## src/rtl/fwd_pkg.sv

```systemverilog
// Shared types for the result forwarding pipe and forwarding mux.
// Entry layout: valid, destination register, result value.
package fwd_pkg;
  localparam int ADDR_W = 7;
  localparam int DATA_W = 128;

  typedef struct packed {
    logic              valid;
    logic [ADDR_W-1:0] addr;
    logic [DATA_W-1:0] data;
  } fwd_entry_t;
endpackage

```

## src/rtl/result_fwd_pipe_sat_counter32.sv

```systemverilog
// 32-bit saturating event counter, synchronous active-high reset.
// Used for insert/collision statistics under FWD_PIPE_STATS_EN.
module sat_counter32 (
  input  logic        clk,
  input  logic        reset,
  input  logic        inc,
  output logic [31:0] count
);
  always_ff @(posedge clk) begin
    if (reset)
      count <= '0;
    else if (inc && count != '1)
      count <= count + 32'd1;
  end
endmodule

```

## src/rtl/result_fwd_pipe.sv

```systemverilog
// Per-pipe result delay line with per-stage forwarding taps and write-back.
// Optional statistics counters built when FWD_PIPE_STATS_EN is defined.
module result_fwd_pipe
  import fwd_pkg::*;
#(
  parameter int DEPTH      = 9,
  parameter int FLUSH_KEEP = 4,
  localparam int SW        = $clog2(DEPTH + 1)
) (
  input  logic                          clk,
  input  logic                          reset,
  input  logic                          in_valid,
  input  logic [SW-1:0]                 in_stage,
  input  logic [ADDR_W-1:0]             in_addr,
  input  logic [DATA_W-1:0]             in_data,
  input  logic                          flush,
  output logic [DEPTH-1:0]              tap_valid,
  output logic [DEPTH-1:0][ADDR_W-1:0]  tap_addr,
  output logic [DEPTH-1:0][DATA_W-1:0]  tap_data,
  output logic                          wb_valid,
  output logic [ADDR_W-1:0]             wb_addr,
  output logic [DATA_W-1:0]             wb_data,
  output logic                          collide,
  output logic                          bad_stage,
  output logic [31:0]                   stat_ins,
  output logic [31:0]                   stat_col
);
  localparam logic [SW-1:0] DEPTH_S = SW'(DEPTH);
  localparam logic [SW-1:0] KEEP_S  = SW'(FLUSH_KEEP);

  fwd_entry_t st  [DEPTH];
  fwd_entry_t nxt [DEPTH];

  logic ins_ok;
  logic ins_bad;
  logic ins_kill;
  logic col_hit;
  logic col_ev;

  assign ins_ok   = in_valid && in_stage != '0 && in_stage <= DEPTH_S;
  assign ins_bad  = in_valid && !ins_ok;
  assign ins_kill = flush && in_stage < KEEP_S;

  always_comb begin
    col_hit = 1'b0;
    nxt[0]  = '0;
    for (int i = 1; i < DEPTH; i++)
      nxt[i] = st[i-1];
    for (int i = 0; i < DEPTH; i++) begin
      if (ins_ok && in_stage == SW'(i + 1)) begin
        nxt[i] = '{valid: 1'b1, addr: in_addr, data: in_data};
        if (i > 0 && st[i-1].valid)
          col_hit = 1'b1;
      end
    end
    // Speculative stages are cleared after the shift and any insert.
    if (flush)
      for (int i = 0; i < FLUSH_KEEP - 1; i++)
        nxt[i] = '0;
  end

  // A discarded insert overwrites nothing that survives the flush.
  assign col_ev = col_hit && !ins_kill;

  always_ff @(posedge clk) begin
    if (reset) begin
      st        <= '{default: '0};
      collide   <= 1'b0;
      bad_stage <= 1'b0;
    end else begin
      st        <= nxt;
      collide   <= col_ev;
      bad_stage <= ins_bad;
    end
  end

  always_comb begin
    for (int i = 0; i < DEPTH; i++) begin
      tap_valid[i] = st[i].valid;
      tap_addr[i]  = st[i].addr;
      tap_data[i]  = st[i].data;
    end
  end

  assign wb_valid = st[DEPTH-1].valid;
  assign wb_addr  = st[DEPTH-1].addr;
  assign wb_data  = st[DEPTH-1].data;

`ifdef FWD_PIPE_STATS_EN
  sat_counter32 u_ins (
    .clk   (clk),
    .reset (reset),
    .inc   (ins_ok),
    .count (stat_ins)
  );

  sat_counter32 u_col (
    .clk   (clk),
    .reset (reset),
    .inc   (col_ev),
    .count (stat_col)
  );
`else
  assign stat_ins = '0;
  assign stat_col = '0;
`endif
endmodule
```

## config.mk

```make
export PLATFORM = sky130hd
export DESIGN_NAME = result_fwd_pipe
export DESIGN_NICKNAME = d
export VERILOG_FILES = /design/src/rtl/fwd_pkg.sv /design/src/rtl/result_fwd_pipe_sat_counter32.sv /design/src/rtl/result_fwd_pipe.sv
export SDC_FILE = /design/constraint.sdc
export NUM_CORES = 2
export LEC_CHECK = 0
export CORE_AREA = 8 8 601 603
export CTS_CLUSTER_SIZE = 25
export DETAILED_ROUTE_END_ITERATION = 7
export DIE_AREA = 0 0 609 611
export GPL_ROUTABILITY_DRIVEN = 0
export PLACE_DENSITY = 0.35
export REMOVE_ABC_BUFFERS = 1
export SYNTH_ARGS = -nofsm -noshare
export SYNTH_HDL_FRONTEND = slang
export SYNTH_HIERARCHICAL = 1
export SYNTH_SLANG_ARGS = --single-unit
```

## constraint.sdc

```tcl
create_clock -name clk -period 2.3 [get_ports clk]
set_input_delay 0.69 -clock clk [delete_from_list [all_inputs] [get_ports clk]]
set_output_delay 0.69 -clock clk [all_outputs]
set_load 0.005 [all_outputs]
```

# Word-level counts from Yosys, hierarchy flattened
# Index checks and enable logic that the tools add are counted.
[totals]
reg_bits = 1226
latch_bits = 0
mem_bits_rw = 0
romBits = 0
in_bits = 143
mem_count = 0
[op_classes]
n_addsub = 0
n_mul = 0
div_mod_pow = 0
n_lt_le_gt_ge = 2
n_eq_ne = 9
shifts = 0
muxes = 25
bitwise_logic = 1
n_reduce_logical = 19
[op_table]
columns = ["operator", "n"]
rows = [
  ["$mux W136", 9],
  ["$eq A4 B3 Y1 const B", 4],
  ["$mux W1", 16],
  ["$logic_and A1 B1 Y1", 14],
  ["$eq A4 B2 Y1 const B", 2],
  ["$eq A4 B4 Y1 const B", 2],
  ["$eq A4 B1 Y1 const B", 1],
  ["$le A4 B4 Y1 const B", 1],
  ["$lt A4 B3 Y1 const B", 1],
  ["$reduce_bool A4 Y1", 1],
  ["$reduce_or A3 Y1", 1],
  ["$logic_not A1 Y1", 2],
  ["$reduce_or A2 Y1", 1],
  ["$not A1 Y1", 1],
]

# Longest topological paths before layout
[depth]
ltp_word = 20
depth_mapped = 8

# Worst setup path after synthesis
# OpenSTA, ideal clock, no wires.
[synth_timing]
path_type = "input-to-reg"
startpoint = "input in_stage[0]"
endpoint = "register st, in the netlist tap_data[387]"
t_arrival_ns = 1.954
path_slack_ns = 0.214
stages = 7
n_path_buf = 4
path_cell_list = "buf_4 > or3b_2 > buf_2 > buf_2 > clkbuf_1 > o21ai_0 > a21oi_1"
[synth_via]
elab_chain_cells = 5
word_cells_on_any_way = 7
[synth_lines]
columns = ["item", "line_no", "text"]
rows = [
  ["start: declaration", "result_fwd_pipe.sv:13", "input logic [SW-1:0] in_stage,"],
  ["parallel branches: the longest is 3 deep, another holds $le A4 B4 Y1", "--", ""],
  ["$logic_and A1 B1 Y1 *", "result_fwd_pipe.sv:50", "if (ins_ok && in_stage == SW'(i + 1)) begin"],
  ["$mux W136 *", "result_fwd_pipe.sv:50", ""],
  ["end signal: assignment", "result_fwd_pipe.sv:71", "st <= nxt;"],
  ["end: declaration", "result_fwd_pipe.sv:31", "fwd_entry_t st [DEPTH];"],
]
# Mark *: on every way between the ends.
# A chain may end at the register's enable or synchronous reset.

# Worst setup path after layout
[layout_timing]
startpoint = "input in_stage[2]"
endpoint = "register st, in the netlist tap_data[738]"
# Same word-level chain as after synthesis.

==> run_results.csv <==
group,metric,value,unit
power_and_ir_drop,clkPwrFrac,0.503,
floorplan,initial_core_util,0.132,
sta,rsz0062_at_grt,"false",
detailed_routing,drt_iter0_drc,5087,
global_route,grt_pass1_wl,504,mm
detailed_routing,remaining_drc_errors,0,
detailed_routing,wl_per_cell,32.9,um
detailed_routing,dr.pass1.iters,6,
logic_synthesis,yosysWarnings,6,
power_and_ir_drop,vdd_drop_max,0.000453,V
logic_synthesis,syn_avg_cell_area,8.29,um^2
status,status,"complete, no violations",
worst_hold_path,min_to,"tap_data[319]",
detailed_routing,wirelength,385,mm
setup_path,crit_type,"in2reg",
logic_synthesis,synth.most_common_cell,"dfxtp_1",
finish,nets,7099,
setup_path,r2r_end,"collide",
sta,worst_slew_pin_slew,0.922,ns
sta,skew,0.0399,ns
logic_synthesis,ys_top_cells_by_count,"dfxtp_1 (1226), a21oi_1 (1090), nand3_1 (1081), o21ai_0 (1062), clkbuf_1 (585)",
logic_synthesis,ys_ff_latch,1226,
sta,drv_slew,0,
setup_path,timing.rr.start,"tap_valid[4]",
setup_path,cp.buffers_inverters,5,
finish,area_growth,59.2,%
clocking,cts_buffers,162,
worst_hold_path,hold-path-cell-count,2,
sta,clock.fmax,439,MHz
clocking,h-tree-depth,4,
logic_synthesis,synth_area,46500,um^2
floorplan,die_area,372000,um^2
finish,fin_cells,11710,
floorplan,num_rows,218,
power_and_ir_drop,pwr-share-seq,0.408,
run,maxCapViolCount,0,
detailed_routing,antenna_left,0,
setup_path,worstPathRequired,3.07,ns
setup_path,worstSetupEndpointType,"flop",
finish,num-fill-cells,38891,
clocking,clk_path_buf_depth,4,
setup_path,arrival,3.05,ns
global_route,grt_pass1_vias,50241,
placement,dpl.cell_count,11396,
global_route,grt_start_max_net_pins,91,
power_and_ir_drop,power.density,713,nW/um^2
setup_path,r2r_slack,0.93,ns
sta,hold_violations,0,
sta,fin_tns_setup,0,ns
power_and_ir_drop,netSwitchingPower,0.0143,W
logic_synthesis,synth_cells,5606,
sta,setup_violations,0,
sta,layout_min_cycle_time,2.28,ns
logic_synthesis,synth_top_cell_area_share,0.528,
global_route,track_usage,0.195,
power_and_ir_drop,switching_share,0.271,
worst_hold_path,hp-start,"tap_data[191]",
logic_synthesis,synth_async_sr_flop_share,0,
floorplan,io-pin-count,1569,
setup_path,critical_path.top_delay_family,"buffers and inverters",
logic_synthesis,yosys-top-cells-area,"dfxtp_1 (53%), a21oi_1 (12%), nand3_1 (12%)",
clocking,cts_tree,"yes",
sta,relSlewSlack,0.383,
clocking,hold_buffers,0,
setup_path,slowest_delay,0.66,ns
setup_path,reg2reg_depth,3,
power_and_ir_drop,cellInternalPower,0.0385,W
clocking,clk_latency,0.85,ns
detailed_routing,via_per_inst,4.37,
setup_path,crit_chain,"clkdlybuf4s50_1 -> buf_4 -> nor3b_2 -> buf_4 -> buf_12 -> nand3_1 -> a21oi_1 -> buf_4",
floorplan,core,351000,um^2
worst_hold_path,min_path_type,"reg2reg",
clocking,clockRootBuffer,"clkbuf_16",
setup_path,startpoint_type,"input port",
sta,fin_crit_sh,0.991,
logic_synthesis,yosys.cell_types.count,31,
finish,drive_above_1_share,0.220,
setup_path,path_max_fanout,23,
clocking,clk_pin_slew,0.06,ns
logic_synthesis,synth-edff-count,0,
power_and_ir_drop,combPwrFrac,0.089,
setup_path,cp_slowest_cell,"clkdlybuf4s50_1",
setup_path,path_common_cell,"buf_4",
placement,dpl.hpwl,303,mm
clocking,clock_sinks,1226,
floorplan,die_h,611,um
logic_synthesis,yosysSeqAreaShare,0.528,
logic_synthesis,ys.flop_type,"dfxtp_1",
floorplan,die_w,609,um
sta,whs,0.435,ns
power_and_ir_drop,leakagePower,28.9,nW
placement,io_buffers,1504,
global_route,antenna_found_initial,36,
logic_synthesis,synth_top_area_cell,"dfxtp_1",
detailed_routing,vias,51162,
global_route,overflow,0,
## through the flow
step / util / area [um^2] / power, W / setup WS, ns
2_1_floorplan: - / 42200 / 0.0229 / -13.67
3_3_place_gp: 0.198 / 69400 / 0.0269 / -0.782
3_5_place_dp: 0.198 / 69400 / 0.0269 / -0.752
4_1_cts: 0.211 / 74000 / 0.0535 / -0.0284
5_1_grt: 0.210 / 73900 / 0.0544 / 0.000435
6_report: 0.211 / 74000 / 0.0527 / 0.0216
## area by class of cell
type	count	area, um^2	share of cell area
flip-flops and latches	1226	25100	0.339
repair buffers	2076	19900	0.269
multi-input cells	3489	17800	0.240
well taps	4620	5780	0.0781
clock buffers	233	4760	0.0643
clock inverters	49	633	0.00856
diodes	16	40.0	0.000541
inverters	1	11.3	0.000152
## worst max-delay path by stage
stage                start        endpoint  slack, ns  cells after the start
3_3_place_gp   in_stage[2]   tap_data[738]      -0.78                      8
3_5_place_dp   in_stage[2]   tap_data[738]      -0.75                      8
5_1_grt        wb_data[82]  tap_data[1106]     0.0004                      1
2_1_floorplan  in_stage[3]    tap_valid[3]     -13.67                      3
4_1_cts        wb_data[20]     wb_data[20]      -0.03                      3
6_report       in_stage[2]   tap_data[738]       0.02                      8
## logic make-up (layout without fill, tap and decap cells)
kind of cell | after synthesis | after routing | synth area share
buffers and inverters | 954 | 2359 | 0.0974
and+or+nand+nor | 1251 | 1251 | 0.140
other | 1 | 80 | 0.0000807
DFF | 1226 | 1226 | 0.528
AOI/OAI and AO/OA | 2172 | 2172 | 0.234
muxes | 2 | 2 | 0.000700
## placed cells by master, fill, tap and decap left out, drive strengths merged, types with 9 or more instances in the layout
| cell type | n |
|---|---|
| clkbuf | 237 |
| dlygate4sd2 | 797 |
| clkdlybuf4s50 | 140 |
| dfxtp | 1226 |
| inv | 11 |
| a21oi | 1090 |
| and2 | 136 |
| bufinv | 11 |
| conb | 64 |
| o21ai | 1081 |
| nand3 | 1081 |
| clkinv | 25 |
| clkdlybuf4s15 | 312 |
| buf | 819 |
| nor2 | 9 |
| diode | 16 |
## worst min-delay path, delay by kind of cell (launching register included)
family / cells / cell delay [ns]
flops: 1 / 0.30
compound gates: 2 / 0.13
## layer usage
metal,vias to the layer above,share of wire,global-route usage
li1,22170,-,-
met1,26107,0.40,0.238
met2,2473,0.48,0.329
met3,408,0.078,0.0531
met4,4,0.040,0.0670
met5,-,0.000068,0
## state kept, by name (all words and copies together), names as in the netlist
| signal | flops |
|---|---|
| tap_data | 1024 |
| wb_data | 128 |
| tap_addr | 56 |
| tap_valid | 8 |
| wb_addr | 7 |
| bad_stage | 1 |
| collide | 1 |
| wb_valid | 1 |
## power groups by stage
stage,sequential [W],combinational (W),clock (W)
global route,0.0215,0.00490,0.0280
CTS,0.0215,0.00473,0.0273
global placement,0.0221,0.00484,0
floorplan,0.0220,0.000924,0
finish,0.0215,0.00469,0.0265
detailed placement,0.0221,0.00483,0
## repair_timing
item / CTS / global route
setup endpoints to repair: 1313 / 7
resized for setup: 2864 / 7
buffers inserted: 18 / 0
Power figures use the tool's default switching activity.
